**config.mk**
```make
export PLATFORM = sky130hd
export DESIGN_NAME = bus_transfer_ctrl_flat
export DESIGN_NICKNAME = d
export VERILOG_FILES = /design/src/rtl/bus_transfer_ctrl_pkg.sv /design/src/rtl/bus_transfer_ctrl_if.sv /design/src/rtl/bus_transfer_ctrl_onehot_dec.sv /design/src/rtl/bus_transfer_ctrl.sv /design/src/flat_wrapper.sv
export SDC_FILE = /design/constraint.sdc
export NUM_CORES = 1
export LEC_CHECK = 0
export ABC_AREA = 1
export CAP_MARGIN = 20
export CELL_PAD_IN_SITES_DETAIL_PLACEMENT = 0
export CELL_PAD_IN_SITES_GLOBAL_PLACEMENT = 1
export CORE_AREA = 2 2 65 67
export DETAILED_ROUTE_END_ITERATION = 16
export DIE_AREA = 0 0 67 69
export DONT_BUFFER_PORTS = 1
export PLACE_DENSITY_LB_ADDON = 0.1
export SYNTH_ARGS = -nofsm -noshare
export SYNTH_HDL_FRONTEND = slang
export SYNTH_SLANG_ARGS = --single-unit
```
**constraint.sdc**
```tcl
create_clock -name clk -period 3.7 [get_ports clk]
set_input_delay 0.74 -clock clk [delete_from_list [all_inputs] [get_ports clk]]
set_output_delay 0.74 -clock clk [all_outputs]
set_load 0.02 [all_outputs]
```
**src/rtl/bus_transfer_ctrl_pkg.sv**
```systemverilog
// Shared definitions for the register-bus writer: state encoding, op codes, default width.
// Latency: none (declarations only).
// Backpressure: not applicable.
package cpu_bus_pkg;

  localparam int DEF_WIDTH = 8;

  // State encoding, kept as named constants so other blocks can decode the state value.
  localparam logic [2:0] ST_IDLE  = 3'd0;
  localparam logic [2:0] ST_DRIVE = 3'd1;
  localparam logic [2:0] ST_LOAD  = 3'd2;
  localparam logic [2:0] ST_CLR   = 3'd3;
  localparam logic [2:0] ST_DONE  = 3'd4;

  typedef enum logic [2:0] {
    IDLE  = ST_IDLE,
    DRIVE = ST_DRIVE,
    LOAD  = ST_LOAD,
    CLR   = ST_CLR,
    DONE  = ST_DONE
  } state_e;

  // Operation codes carried on op.
  localparam logic OP_XFER = 1'b0;
  localparam logic OP_CLR  = 1'b1;

endpackage

```
**src/rtl/bus_transfer_ctrl_if.sv**
```systemverilog
// Sequencer <-> bus writer signal bundle: request side, bus drive, register strobes.
// Latency: none (wiring only).
// Backpressure: req/ack handshake; requests arriving while busy are dropped by the writer.
interface bus_transfer_ctrl_if
  import cpu_bus_pkg::*;
#(
  parameter int WIDTH   = DEF_WIDTH,
  parameter int NUM_SRC = 4,
  parameter int NUM_DST = 4,
  parameter int SEL_W   = 2
) ();

  logic                     req;
  logic                     op;
  logic [SEL_W-1:0]         src_sel;
  logic [SEL_W-1:0]         dst_sel;
  logic [NUM_SRC*WIDTH-1:0] src_data;
  logic [NUM_SRC-1:0]       bus_oe;
  logic [WIDTH-1:0]         bus_out;
  logic [NUM_DST-1:0]       dst_load;
  logic [NUM_DST-1:0]       dst_clear;
  logic                     busy;
  logic                     ack;
  logic                     err;
  logic [7:0]               xfer_count;

  // Sequencer / testbench side.
  modport master (
    output req, op, src_sel, dst_sel, src_data,
    input  bus_oe, bus_out, dst_load, dst_clear, busy, ack, err, xfer_count
  );

  // Bus writer side.
  modport slave (
    input  req, op, src_sel, dst_sel, src_data,
    output bus_oe, bus_out, dst_load, dst_clear, busy, ack, err, xfer_count
  );

endinterface

```
**src/rtl/bus_transfer_ctrl_onehot_dec.sv**
```systemverilog
// Binary select to one-hot decoder with enable; out-of-range selects give all zeros.
// Latency: combinational.
// Backpressure: none.
module onehot_dec #(
  parameter int SEL_W = 2,
  parameter int N     = 4
) (
  input  logic             en,
  input  logic [SEL_W-1:0] sel,
  output logic [N-1:0]     oh
);

  // At most one bit can match, so the output is one-hot or zero by construction.
  always_comb begin
    oh = '0;
    for (int i = 0; i < N; i++) begin
      if (en && (sel == SEL_W'(i))) oh[i] = 1'b1;
    end
  end

endmodule

```
**src/rtl/bus_transfer_ctrl.sv**
```systemverilog
// Bus writer: moves one source onto the shared bus and strobes one register's load or clear.
// Latency: req sample -> ack is 3 cycles (transfer), 2 (clear), 1 (selector error).
// Backpressure: req is only sampled in IDLE; requests while busy are dropped, not queued.
module bus_transfer_ctrl
  import cpu_bus_pkg::*;
#(
  parameter int WIDTH   = DEF_WIDTH,
  parameter int NUM_SRC = 4,
  parameter int NUM_DST = 4,
  parameter int SEL_W   = 2
) (
  input  logic                clk,
  input  logic                clear_n,
  bus_transfer_ctrl_if.slave  bif
);

  localparam logic [SEL_W:0] NSRC = (SEL_W+1)'(NUM_SRC);
  localparam logic [SEL_W:0] NDST = (SEL_W+1)'(NUM_DST);

  state_e           state_q, state_d;
  logic             op_q, op_d;
  logic [SEL_W-1:0] src_q, src_d;
  logic [SEL_W-1:0] dst_q, dst_d;
  logic             range_bad;

  logic [NUM_SRC-1:0] bus_oe_q, bus_oe_d;
  logic [WIDTH-1:0]   bus_out_q, bus_out_d;
  logic [NUM_DST-1:0] dst_load_q, dst_load_d;
  logic [NUM_DST-1:0] dst_clear_q, dst_clear_d;
  logic               busy_q, busy_d;
  logic               ack_q, ack_d;
  logic               err_q, err_d;
  logic [7:0]         count_q, count_d;

  logic [WIDTH-1:0]   src_word;
  logic               oe_en, load_en, clr_en;

  // State and latched operands; reset returns to IDLE at once, even mid-operation.
  always_ff @(posedge clk or negedge clear_n) begin
    if (!clear_n) begin
      state_q <= IDLE;
      op_q    <= OP_XFER;
      src_q   <= '0;
      dst_q   <= '0;
    end else begin
      state_q <= state_d;
      op_q    <= op_d;
      src_q   <= src_d;
      dst_q   <= dst_d;
    end
  end

  // Next state and operand capture; the source range only matters for transfers.
  always_comb begin
    state_d   = state_q;
    op_d      = op_q;
    src_d     = src_q;
    dst_d     = dst_q;
    range_bad = 1'b0;
    case (state_q)
      IDLE: begin
        if (bif.req) begin
          op_d      = bif.op;
          src_d     = bif.src_sel;
          dst_d     = bif.dst_sel;
          range_bad = ({1'b0, bif.dst_sel} >= NDST) ||
                      ((bif.op == OP_XFER) && ({1'b0, bif.src_sel} >= NSRC));
          if (range_bad)             state_d = DONE;
          else if (bif.op == OP_CLR) state_d = CLR;
          else                       state_d = DRIVE;
        end
      end
      DRIVE:   state_d = LOAD;
      LOAD:    state_d = DONE;
      CLR:     state_d = DONE;
      DONE:    state_d = IDLE;
      default: state_d = IDLE;
    endcase
  end

  // Strobe enables are derived from the state being entered so the registered
  // outputs line up with that state's cycle.
  assign oe_en   = (state_d == DRIVE) || (state_d == LOAD);
  assign load_en = (state_d == LOAD);
  assign clr_en  = (state_d == CLR);

  onehot_dec #(.SEL_W(SEL_W), .N(NUM_SRC)) u_dec_oe (
    .en  (oe_en),
    .sel (src_d),
    .oh  (bus_oe_d)
  );

  onehot_dec #(.SEL_W(SEL_W), .N(NUM_DST)) u_dec_load (
    .en  (load_en),
    .sel (dst_d),
    .oh  (dst_load_d)
  );

  onehot_dec #(.SEL_W(SEL_W), .N(NUM_DST)) u_dec_clear (
    .en  (clr_en),
    .sel (dst_d),
    .oh  (dst_clear_d)
  );

  // Source mux for the latched source index.
  always_comb begin
    src_word = '0;
    for (int i = 0; i < NUM_SRC; i++) begin
      if (src_q == SEL_W'(i)) src_word = bif.src_data[i*WIDTH +: WIDTH];
    end
  end

  // Bus value is captured on the edge ending DRIVE and held only through LOAD,
  // so source changes during LOAD never reach the destination.
  always_comb begin
    bus_out_d = load_en ? src_word : '0;
    busy_d    = (state_d != IDLE);
    ack_d     = (state_d == DONE);
    err_d     = range_bad;
    count_d   = ((state_d == DONE) && (state_q != DONE) && !range_bad) ? count_q + 8'd1
                                                                        : count_q;
  end

  // Output registers; all cleared asynchronously so no strobe survives reset.
  always_ff @(posedge clk or negedge clear_n) begin
    if (!clear_n) begin
      bus_oe_q    <= '0;
      bus_out_q   <= '0;
      dst_load_q  <= '0;
      dst_clear_q <= '0;
      busy_q      <= 1'b0;
      ack_q       <= 1'b0;
      err_q       <= 1'b0;
      count_q     <= '0;
    end else begin
      bus_oe_q    <= bus_oe_d;
      bus_out_q   <= bus_out_d;
      dst_load_q  <= dst_load_d;
      dst_clear_q <= dst_clear_d;
      busy_q      <= busy_d;
      ack_q       <= ack_d;
      err_q       <= err_d;
      count_q     <= count_d;
    end
  end

  assign bif.bus_oe     = bus_oe_q;
  assign bif.bus_out    = bus_out_q;
  assign bif.dst_load   = dst_load_q;
  assign bif.dst_clear  = dst_clear_q;
  assign bif.busy       = busy_q;
  assign bif.ack        = ack_q;
  assign bif.err        = err_q;
  assign bif.xfer_count = count_q;

endmodule

```
**src/flat_wrapper.sv**
```systemverilog
// flat-port wrapper written by rule: the top's interface ports become plain ports
module bus_transfer_ctrl_flat import cpu_bus_pkg::*;
#(
  parameter int WIDTH   = DEF_WIDTH,
  parameter int NUM_SRC = 4,
  parameter int NUM_DST = 4,
  parameter int SEL_W   = 2
)
  (clk, clear_n, bif_req, bif_op, bif_src_sel, bif_dst_sel, bif_src_data, bif_bus_oe, bif_bus_out, bif_dst_load, bif_dst_clear, bif_busy, bif_ack, bif_err, bif_xfer_count);
  bus_transfer_ctrl_if #(.WIDTH(WIDTH), .NUM_SRC(NUM_SRC), .NUM_DST(NUM_DST), .SEL_W(SEL_W)) bif_i ();
  input  logic clk;
  input  logic clear_n;
  input wire logic [$bits(bif_i.req)-1:0] bif_req;
  input wire logic [$bits(bif_i.op)-1:0] bif_op;
  input wire logic [$bits(bif_i.src_sel)-1:0] bif_src_sel;
  input wire logic [$bits(bif_i.dst_sel)-1:0] bif_dst_sel;
  input wire logic [$bits(bif_i.src_data)-1:0] bif_src_data;
  output wire logic [$bits(bif_i.bus_oe)-1:0] bif_bus_oe;
  output wire logic [$bits(bif_i.bus_out)-1:0] bif_bus_out;
  output wire logic [$bits(bif_i.dst_load)-1:0] bif_dst_load;
  output wire logic [$bits(bif_i.dst_clear)-1:0] bif_dst_clear;
  output wire logic [$bits(bif_i.busy)-1:0] bif_busy;
  output wire logic [$bits(bif_i.ack)-1:0] bif_ack;
  output wire logic [$bits(bif_i.err)-1:0] bif_err;
  output wire logic [$bits(bif_i.xfer_count)-1:0] bif_xfer_count;
  assign bif_i.req = bif_req;
  assign bif_i.op = bif_op;
  assign bif_i.src_sel = bif_src_sel;
  assign bif_i.dst_sel = bif_dst_sel;
  assign bif_i.src_data = bif_src_data;
  assign bif_bus_oe = bif_i.bus_oe;
  assign bif_bus_out = bif_i.bus_out;
  assign bif_dst_load = bif_i.dst_load;
  assign bif_dst_clear = bif_i.dst_clear;
  assign bif_busy = bif_i.busy;
  assign bif_ack = bif_i.ack;
  assign bif_err = bif_i.err;
  assign bif_xfer_count = bif_i.xfer_count;
  bus_transfer_ctrl #(.WIDTH(WIDTH), .NUM_SRC(NUM_SRC), .NUM_DST(NUM_DST), .SEL_W(SEL_W)) u_core (.clk(clk), .clear_n(clear_n), .bif(bif_i));
endmodule
```
Word level (Yosys, flattened, before mapping). Cells that the tools add are included.

Register bits: 37. Latch bits: 0. RAM bits: 0. ROM bits: 0. Bits of input ports: 40. Output and inout bits: 31. Logic and storage cells: 72. Memories: 0.

Add/subtract/negate cells: 1. Multipliers: 0. Div/mod/pow operators: 0. Order comparisons: 0. Eq/ne operators: 17. Shift-type cells: 0. Multiplexer cells: 24. Bitwise gates (word level): 0. Reduce and logical (&&, ||, !) cells: 20.

Operator list (number): 2-to-1 mux 8 bit (5); logical AND 1 bit (13); equality test 2 bit (second input constant) (6); equality test 3 x 2 -> 1 bit (second input constant) (4); 2-to-1 mux 1 bit (12); 2-to-1 mux 2 bit (5); case mux 3 bit (3 select lines) (1); adder 8 x 1 -> 8 bit (second input constant) (1); equality test 2 x 1 -> 1 bit (second input constant) (3); equality test 3 x 1 -> 1 bit (second input constant) (2); logical NOT 2 bit (3); equality test 3 bit (second input constant) (1); logical NOT 3 bit (1); 2-to-1 mux 3 bit (1); != test 3 bit (second input constant) (1); nonzero test 3 bit (1); OR reduction 2 bit (1); logical OR 1 bit (1).

Depth between registers and ports, before layout. Gate-level depths: netlist of run 1.

Depth in word-level cells: 7. Depth in mapped cells: 8. Mapped depth without buffers: 8.

Hierarchy. Synthesis of run 1 repeated with hierarchy kept, for this count alone.

Cells, all modules: 195. Area, all modules: 1707.9 µm².

Modules (own cells, without submodules): bus_transfer_ctrl (times used 1, cells an instance 171, area each 1617.8 µm², seq. area each 925.9 µm²); onehot_dec (times used 3, cells an instance 8, area each 30.0 µm², seq. area each 0.0 µm²).

Worst setup path after synthesis of run 1. No wires, ideal clock.

Path type: in2reg. Start point: in bif_req. End point: reg u_core.dst_clear_q[1] (netlist: u_core.bif.dst_clear[1]). Setup time: 0.121 ns. Arrival time: 1.417 ns. Required time: 3.579 ns. Path slack: 2.162 ns. Stages on the path: 8. Path buffers: 1. Path through: inv_1 -> nor2_2 -> nand2_2 -> buf_6 -> nand2_1 -> nand2_1 -> nand2_1 -> nor2_1.

Cells in the longest elaborated chain, start to end: 5. Elaborated cells between the ends (all ways): 8. Those cells by class: eq/ne (2); mux (5); reduce/logical (1).

Ends and longest elaborated chain: start: declaration (RTL line flat_wrapper.sv:13) `input wire logic [$bits(bif_i.req)-1:0] bif_req;`; 2-to-1 mux 2 bit (RTL line bus_transfer_ctrl.sv:62) `if (bif.req) begin`; 2-to-1 mux 2 bit (RTL line bus_transfer_ctrl.sv:60) `case (state_q)`; named net u_core.dst_d[0] (RTL line bus_transfer_ctrl.sv:23) `logic [SEL_W-1:0] dst_q, dst_d;`; equality test 2 x 1 -> 1 bit (RTL line bus_transfer_ctrl_onehot_dec.sv:17) `if (en && (sel == SEL_W'(i))) oh[i] = 1'b1;`; logical AND 1 bit (RTL line bus_transfer_ctrl_onehot_dec.sv:17); 2-to-1 mux 1 bit (RTL line bus_transfer_ctrl_onehot_dec.sv:17); named net u_core.dst_clear_d[1] (RTL line bus_transfer_ctrl.sv:29) `logic [NUM_DST-1:0] dst_clear_q, dst_clear_d;`; end signal: assignment (RTL line bus_transfer_ctrl.sv:139) `dst_clear_q <= dst_clear_d;`; end: declaration (RTL line bus_transfer_ctrl.sv:29).

The timed path passes the listed nets, and every way through them passes these cells. A chain may end at the register's enable or synchronous reset.

Final worst setup path of run 1.
Start point: reg u_core.ack_q (netlist: u_core.bif.ack). End point: out bif_ack.

RTL lines: start: declaration (RTL line bus_transfer_ctrl.sv:31) `logic ack_q, ack_d;`; start signal: assignment (RTL line bus_transfer_ctrl.sv:141) `ack_q <= ack_d;`; end: declaration (RTL line flat_wrapper.sv:23) `output wire logic [$bits(bif_i.ack)-1:0] bif_ack;`.

No word-level cell between the ends.

==> impl_results.md, run 1 <==
- Outcome: finished clean
- Number of warning messages in the yosys log: 0
- Dominant cell by count in the synthesized netlist: sky130_fd_sc_hd__nand2_1
- First-pass GRT wire length: 5.98 mm
- Drt wl/cell: 13.9 um
- Area overhead of the layout relative to synthesis: 8.25%
- Resize count post-CTS: 0
- RSZ-0062 raised after global routing: false
- Row Count: 23
- Post-route clock skew: 0.00558 ns
- Number of remaining DRC errors: 0
- Post-CTS setup repair buffer count: 0
- FF+latch count, synth: 36
- Final RePlAce weighted congestion: approximately 0.76
- Post-synth cell types: 23
- Area fraction of the dominant cell type after synthesis: 0.535
- Count of hold-fix buffers inserted at cts: 0
- Half-perimeter wire length after placement: 2.75 mm
- PD cells: 822 nW/um^2
- Synthesized netlist cell count: 204
- Library cell with the largest summed area after synthesis: sky130_fd_sc_hd__dfrtp_1
- Height of the die: slightly below 70 um
- Final net count: around 250
- Slack of the worst reg-to-reg path: about 2.2 ns
- Setup violation total in the final timing report: 0
- IO buf count: 0
- Top Ports: 71
- Antenna-violating nets left: 0
- Share of the clock period used by the worst path after layout: 0.437
- Cell at the root of the clock tree: sky130_fd_sc_hd__clkbuf_8
- TritonCTS Sinks: 36
- Post-synth EDFFs: 0
- Max Slew Vio Count: 0
- Total Die Area: 4620 sq um
- Synth async-reset ratio: 1.00
- Netlist Area Pre-Place: 1680 sq um
- Hold Worst Slack: 0.134 ns
- Dominant register cell in the synthesized netlist: sky130_fd_sc_hd__dfrtp_1
- Max Cap Viol: 0
- Top cells by area in the synthesized netlist: sky130_fd_sc_hd__dfrtp_1 (54%), sky130_fd_sc_hd__nand2_1 (17%), sky130_fd_sc_hd__nor2_1 (4.5%)
- Clock Latency Late Sink: 0.29 ns
- Commonest cells post-synth: sky130_fd_sc_hd__nand2_1 (74), sky130_fd_sc_hd__dfrtp_1 (36), sky130_fd_sc_hd__nor2_1 (20)
- Maximum vdd drop: 0.350 mV
- Final hold viol count: 0
- Number of cells on the critical path: 0
- Tmin final: 1.62 ns
- Fill count: ~400
- Post-Synthesis Net Count: 245
- Crit start category: flip-flop
- CP endpoint kind: output port
- Critical-path maximum fanout: 4
- WS Path Type: reg -> out
- Core Footprint: around 3900 sq um
- Pre-antenna DRT Iters: 4
- Fraction of layout instances using a drive strength above 1: 0.120
- Via count: 1,271
- Number of buffers inserted during clock tree synthesis: 5
- Antenna violations before repair: 0
- Iteration-0 DRC Markers: 46
- Wire length reported by the detailed router: roughly 3.6 mm
- Fin util: 0.465
- Number of buffers on the longest clock path: 2
- Clock-pin slew on the worst setup and hold paths: 0.07 ns
- Global-route usage over all layers: 0.173
- Max H-tree Level: 2
- Final total power: 1.50 mW
- Data required time of the worst path: 2.96 ns
- Via density per instance: 4.93
- Worst R2R Path Depth: 5
- Reg2Reg Launch Point: u_core.bif.ack
- Avg Inst Size Synth: just over 8 sq um
- Pin count of the biggest net entering global routing: 37
- Data arrival time at the worst-slack endpoint: around 0.88 ns
- Upper clock frequency limit: 0.619 GHz
- Remaining global-route overflow: 0
- Setup TNS Final: 0 ns
- Starting density of the core: 0.430
- Antenna diodes: 0
- Sequential share of the synthesized area: 0.535
- Critical R2R Capture: u_core.bif.bus_oe[0]
- TritonCTS clock tree: yes
- Die Wd: 67 um
- Leakage: around 0.97 nW
- Type of the most critical hold path: in -> async
- Number of global-route vias before repair: 1,310
[stage by stage]
| step | cells | cell area (sq um) | setup slack [ns] |
|---|---|---|---|
| detailed placement | 250 | 1710 | 1.98 |
| CTS | 258 | 1820 | 2.07 |
| global placement | 250 | 1710 | 2.06 |
| floorplan | 204 | 1680 | 2.16 |
| global route | 258 | 1820 | 2.05 |
| finish | 258 | 1820 | 2.08 |
[flip-flops by register name, indices dropped and copies added (netlist names)]
name	count
u_core.bif.bus_out	8
u_core.bif.xfer_count	8
u_core.bif.bus_oe	4
u_core.bif.dst_clear	4
u_core.bif.dst_load	4
u_core.dst_q	2
u_core.src_q	2
u_core.state_q	2
u_core.bif.ack	1
u_core.bif.busy	1
[cell usage in the layout (no fill, tap or decap), drive strengths merged]
master / synthesis / final
nand2: 77 / 77
dfrtp: 36 / 36
nor2: 24 / 24
inv: 20 / 20
o21ai: 9 / 9
a21oi: 7 / 7
nand3: 6 / 6
nand3b: 6 / 6
or2: 5 / 5
clkbuf: 0 / 5
xor2: 3 / 3
nor3: 2 / 2
nand4: 2 / 2
xnor2: 1 / 1
ha: 1 / 1
conb: 1 / 1
clkinvlp: 0 / 1
bufinv: 0 / 1
clkinv: 0 / 1
[where the power goes]
part / internal, mW / switching [mW]
combinational: 0.146 / 0.293
clock: 0.199 / 0.145
sequential: 0.506 / 0.209
total: 0.851 / 0.647
[worst max path at each step]
stage / from / end / slack [ns]
3_3_place_gp: bif_req / u_core.bif.dst_clear[3] / 2.06
6_report: u_core.bif.ack / bif_ack / 2.08
4_1_cts: u_core.bif.ack / bif_ack / 2.07
3_5_place_dp: bif_req / u_core.bif.dst_clear[1] / 1.98
2_1_floorplan: bif_req / u_core.bif.dst_clear[1] / 2.16
5_1_grt: u_core.bif.ack / bif_ack / 2.05
[cell families after synthesis]
logic type / count (synthesis) / share of synthesized area
and+or+nand+nor: 122 / 0.321
AOI/OAI and AO/OA: 16 / 0.0476
other: 1 / 0.00223
adders and majority gates: 1 / 0.00743
xor gates and xnor gates: 4 / 0.0208
DFF: 36 / 0.535
buffers and inverters: 24 / 0.0654
[routing by layer]
metal / vias to the layer above / global-route usage / part of all wire
met2: 47 / 0.279 / 0.50
met1: 583 / 0.204 / 0.41
li1: 634 / - / -
met5: - / 0 / 0
met3: 7 / 0.0538 / 0.075
met4: 0 / 0.0839 / 0.021
[area by class of cell]
cell class	count	area, sq um	area share
Multi-Input combinational cell	144	672	0.369
Clock inverter	3	42.5	0.0234
Inverter	20	75.1	0.0412
Tap cell	50	62.6	0.0343
Sequential cell	36	901	0.495
Clock buffer	5	68.8	0.0378
[worst reg2reg max path, delay by kind of cell, from the launching register on]
kind / cells / cell delay (ns)
buffers and inverters: 1 / 0.18
AND/OR/NAND/NOR: 4 / 0.68
flip-flops: 1 / 0.53
No activity file was read; power rests on OpenSTA's default activity.
==> run 2: changes to the inputs <==
--- a/config.mk
+++ b/config.mk
@@ -9,9 +9,9 @@
 export CAP_MARGIN = 20
 export CELL_PAD_IN_SITES_DETAIL_PLACEMENT = 0
 export CELL_PAD_IN_SITES_GLOBAL_PLACEMENT = 1
-export CORE_AREA = 2 2 65 67
+export CORE_AREA = 2 2 66 68
 export DETAILED_ROUTE_END_ITERATION = 16
-export DIE_AREA = 0 0 67 69
+export DIE_AREA = 0 0 68 70
 export DONT_BUFFER_PORTS = 1
 export PLACE_DENSITY_LB_ADDON = 0.1
 export SYNTH_ARGS = -nofsm -noshare
==> constraint.sdc (replaced) <==
create_clock -name clk -period 1.5 [get_ports clk]
set_input_delay 0.3 -clock clk [delete_from_list [all_inputs] [get_ports clk]]
set_output_delay 0.3 -clock clk [all_outputs]
set_load 0.02 [all_outputs]
==> run 2 against run 1 <==
  * First-iteration DRC count fell by 15%
  * Via count rose by 2.2%
  * Worst hold slack got worse by 0.0032 ns
  * Critical path depth rose by 4
  * Cell count rose by 3.9%
  * Clock skew barely moved
  * Total power rose to 2.5 times the previous value
  * Critical endpoint is now u_core.bif.bus_out[3]
  * Combinational power rose to 2.8 times the previous value
  * Critical path type is now reg -> reg
  * Highest routed layer unchanged
  * Cell area rose by 4.1%
  * Sequential power rose by 140%
  * Wire length rose by 7.0%
  * Utilization fell by 0.80 points
==> impl_results.md, run 2 (synthesis gave the netlist of run 1 again) <==
- Setup TNS Final: 0 ns (unchanged)
- Crit start category: flip-flop (unchanged)
- Timing startpoint of the critical path: u_core.src_q[1] (was u_core.bif.ack)
- IO buf count: 0 (unchanged)
- Type of the most critical hold path: in -> reg (was in -> async)
- Fill count: 423 (was 397)
- Reg2Reg Launch Point: u_core.src_q[1] (was u_core.bif.ack)
- Row Count: 24 (was 23)
- Most common cell after layout, fill and taps aside: sky130_fd_sc_hd__nand2_1 (unchanged)
- Leakage: 1.01 nW (was 0.966 nW)
- Outcome: finished clean (unchanged)
- Final setup margin: 0.183 ns (was 2.08 ns)
- Critical-path maximum fanout: 11 (was 4)
- First-pass GRT wire length: 6.29 mm (was 5.98 mm)
- Antenna-violating nets left: 0 (unchanged)
- Core Footprint: 4140 sq um (was 3910 sq um)
- Max Cap Viol: 0 (unchanged)
- Cell at the root of the clock tree: sky130_fd_sc_hd__clkbuf_8 (unchanged)
- Slowest stage cell on the critical path: sky130_fd_sc_hd__dfrtp_1
- Count of hold-fix buffers inserted at cts: 2 (was 0)
- Fraction of layout instances using a drive strength above 1: 0.144 (was 0.120)
- Post-CTS setup repair buffer count: 0 (unchanged)
- TritonCTS clock tree: yes (unchanged)
- Worst slack at placement: 0.204 ns (was 1.98 ns)
- Max Slew Vio Count: 0 (unchanged)
- CP Capture Point: u_core.bif.bus_out[3] (was bif_ack)
- Clock Latency Late Sink: 0.29 ns (about the same)
- Drt wl/cell: 14.4 um (was 13.9 um)
- Final net count: 256 (was 248)
- Number of cells on the critical path: 4 (was 0)
- Height of the die: 70 um (was 69 um)
- Top Ports: 71 (unchanged)
- Slack of the worst reg-to-reg path: 0.18 ns (was 2.24 ns)
- Global-route usage over all layers: 0.179 (was 0.173)
- Data required time of the worst path: 1.67 ns (was 2.96 ns)
- Pre-antenna DRT Iters: 4 (unchanged)
- Starting density of the core: 0.406 (was 0.430)
- Cell family with most CP delay: flip-flops
- Die Wd: 68 um (was 67 um)
- Via count: 1,299 (was 1,271)
- Clock-pin slew on the worst setup and hold paths: 0.07 ns (about the same)
- Buf/Inv on CP: 1
- CP endpoint kind: flip-flop (was output port)
- Resize count post-CTS: 0 (unchanged)
- Total Die Area: 4760 sq um (was 4620 sq um)
- Number of global-route vias before repair: 1,366 (was 1,310)
- Top library cells by usage in the layout, fill and taps aside: sky130_fd_sc_hd__nand2_1 (74), sky130_fd_sc_hd__dfrtp_1 (36), sky130_fd_sc_hd__nor2_1 (20) (unchanged)
- Number of buffers inserted during clock tree synthesis: 5 (unchanged)
- Iteration-0 DRC Markers: 39 (was 46)
- Upper clock frequency limit: 0.759 GHz
- Final hold viol count: 0 (unchanged)
- Tmin final: between 1 and 1.5 ns
- Half-perimeter wire length after placement: 2.95 mm (was 2.75 mm)
- Sequential cell area: 901 sq um (unchanged)
- Number of buffers on the longest clock path: 2 (unchanged)
- Share of the clock period used by the worst path after layout: 0.878
- Critical path cell sequence: inv_1 -> or2_2 -> nand2_1 -> a21oi_1
- Wire length reported by the detailed router: 3.85 mm (was 3.59 mm)
- RSZ-0062 raised after global routing: false (unchanged)
- Antenna violations before repair: 0 (unchanged)
- Post-route clock skew: 0.00567 ns (was 0.00558 ns)
- Setup violation total in the final timing report: 0 (unchanged)
- WS Path Type: reg -> reg (was reg -> out)
- Remaining global-route overflow: 0 (unchanged)
- Antenna diodes: 0 (unchanged)
- Pin count of the biggest net entering global routing: 37 (unchanged)
- Maximum vdd drop: 0.840 mV (was 0.350 mV)
- PD cells: 2010 nW/um^2 (was 822 nW/um^2)
- Data arrival time at the worst-slack endpoint: 1.48 ns (was 0.88 ns)
- Area of the multi-input gates: 672 sq um (unchanged)
- Max stage delay on crit path: 0.55 ns
- Via density per instance: 4.85 (was 4.93)
- Area overhead of the layout relative to synthesis: 12.6% (was 8.25%)
- Critical R2R Capture: u_core.bif.bus_out[3] (was u_core.bif.bus_oe[0])
- Final RePlAce weighted congestion: 0.755 (was 0.758)
- TritonCTS Sinks: 36 (unchanged)
- Number of remaining DRC errors: 0 (unchanged)
- Max H-tree Level: 2 (unchanged)
- Worst R2R Path Depth: 4 (was 5)
-- run 2: through the flow --
step | hold WS (ns) | std cells | util | instance area (sq um) | power (mW)
global placement | 0.00517 | 258 | 0.424 | 1760 | 2.95
floorplan | 0.00441 | 204 | - | 1680 | 2.66
CTS | 0.122 | 268 | 0.457 | 1900 | 3.85
global route | 0.125 | 268 | 0.457 | 1900 | 4.14
finish | 0.131 | 268 | 0.457 | 1900 | 3.81
detailed placement | 0.00516 | 258 | 0.424 | 1760 | 2.98
-- run 2: routing by layer --
layer	track usage	vias to the layer above	wire [um]
met5	0	-	0
met1	0.214	607	1570
met3	0.0564	7	288
li1	-	648	-
met4	0.0933	0	82
met2	0.283	37	1910
-- run 2: worst register-to-register path: stages, from the launching register on --
cell                      delay (ns)
sky130_fd_sc_hd__dfrtp_1        0.55
sky130_fd_sc_hd__inv_1          0.21
sky130_fd_sc_hd__or2_2          0.31
sky130_fd_sc_hd__nand2_1        0.08
sky130_fd_sc_hd__a21oi_1        0.06
-- run 2: power breakdown --
part	total [mW]	internal (mW)	switching [mW]
sequential	1.73	1.25	0.481
clock	0.831	0.493	0.338
combinational	1.25	0.441	0.810
-- run 2: cell type report --
cell class,instances,area share
Clock inverter,2,0.0185
Tap cell,52,0.0343
Multi-Input combinational cell,144,0.354
Sequential cell,36,0.475
Inverter,20,0.0396
Clock buffer,6,0.0383
Timing Repair Buffer,8,0.0396
-- run 2: how the worst min path moves through the flow --
stage / cells past startpoint / to / startpoint / slack [ns]
6_report: 2 / u_core.state_q[1] / bif_op / 0.13
5_1_grt: 2 / u_core.state_q[1] / bif_op / 0.12
4_1_cts: 2 / u_core.state_q[1] / bif_op / 0.12
3_5_place_dp: 0 / u_core.bif.bus_out[1] / clear_n / 0.005
3_3_place_gp: 0 / u_core.bif.bus_out[0] / clear_n / 0.005
2_1_floorplan: 0 / u_core.bif.ack / clear_n / 0.004
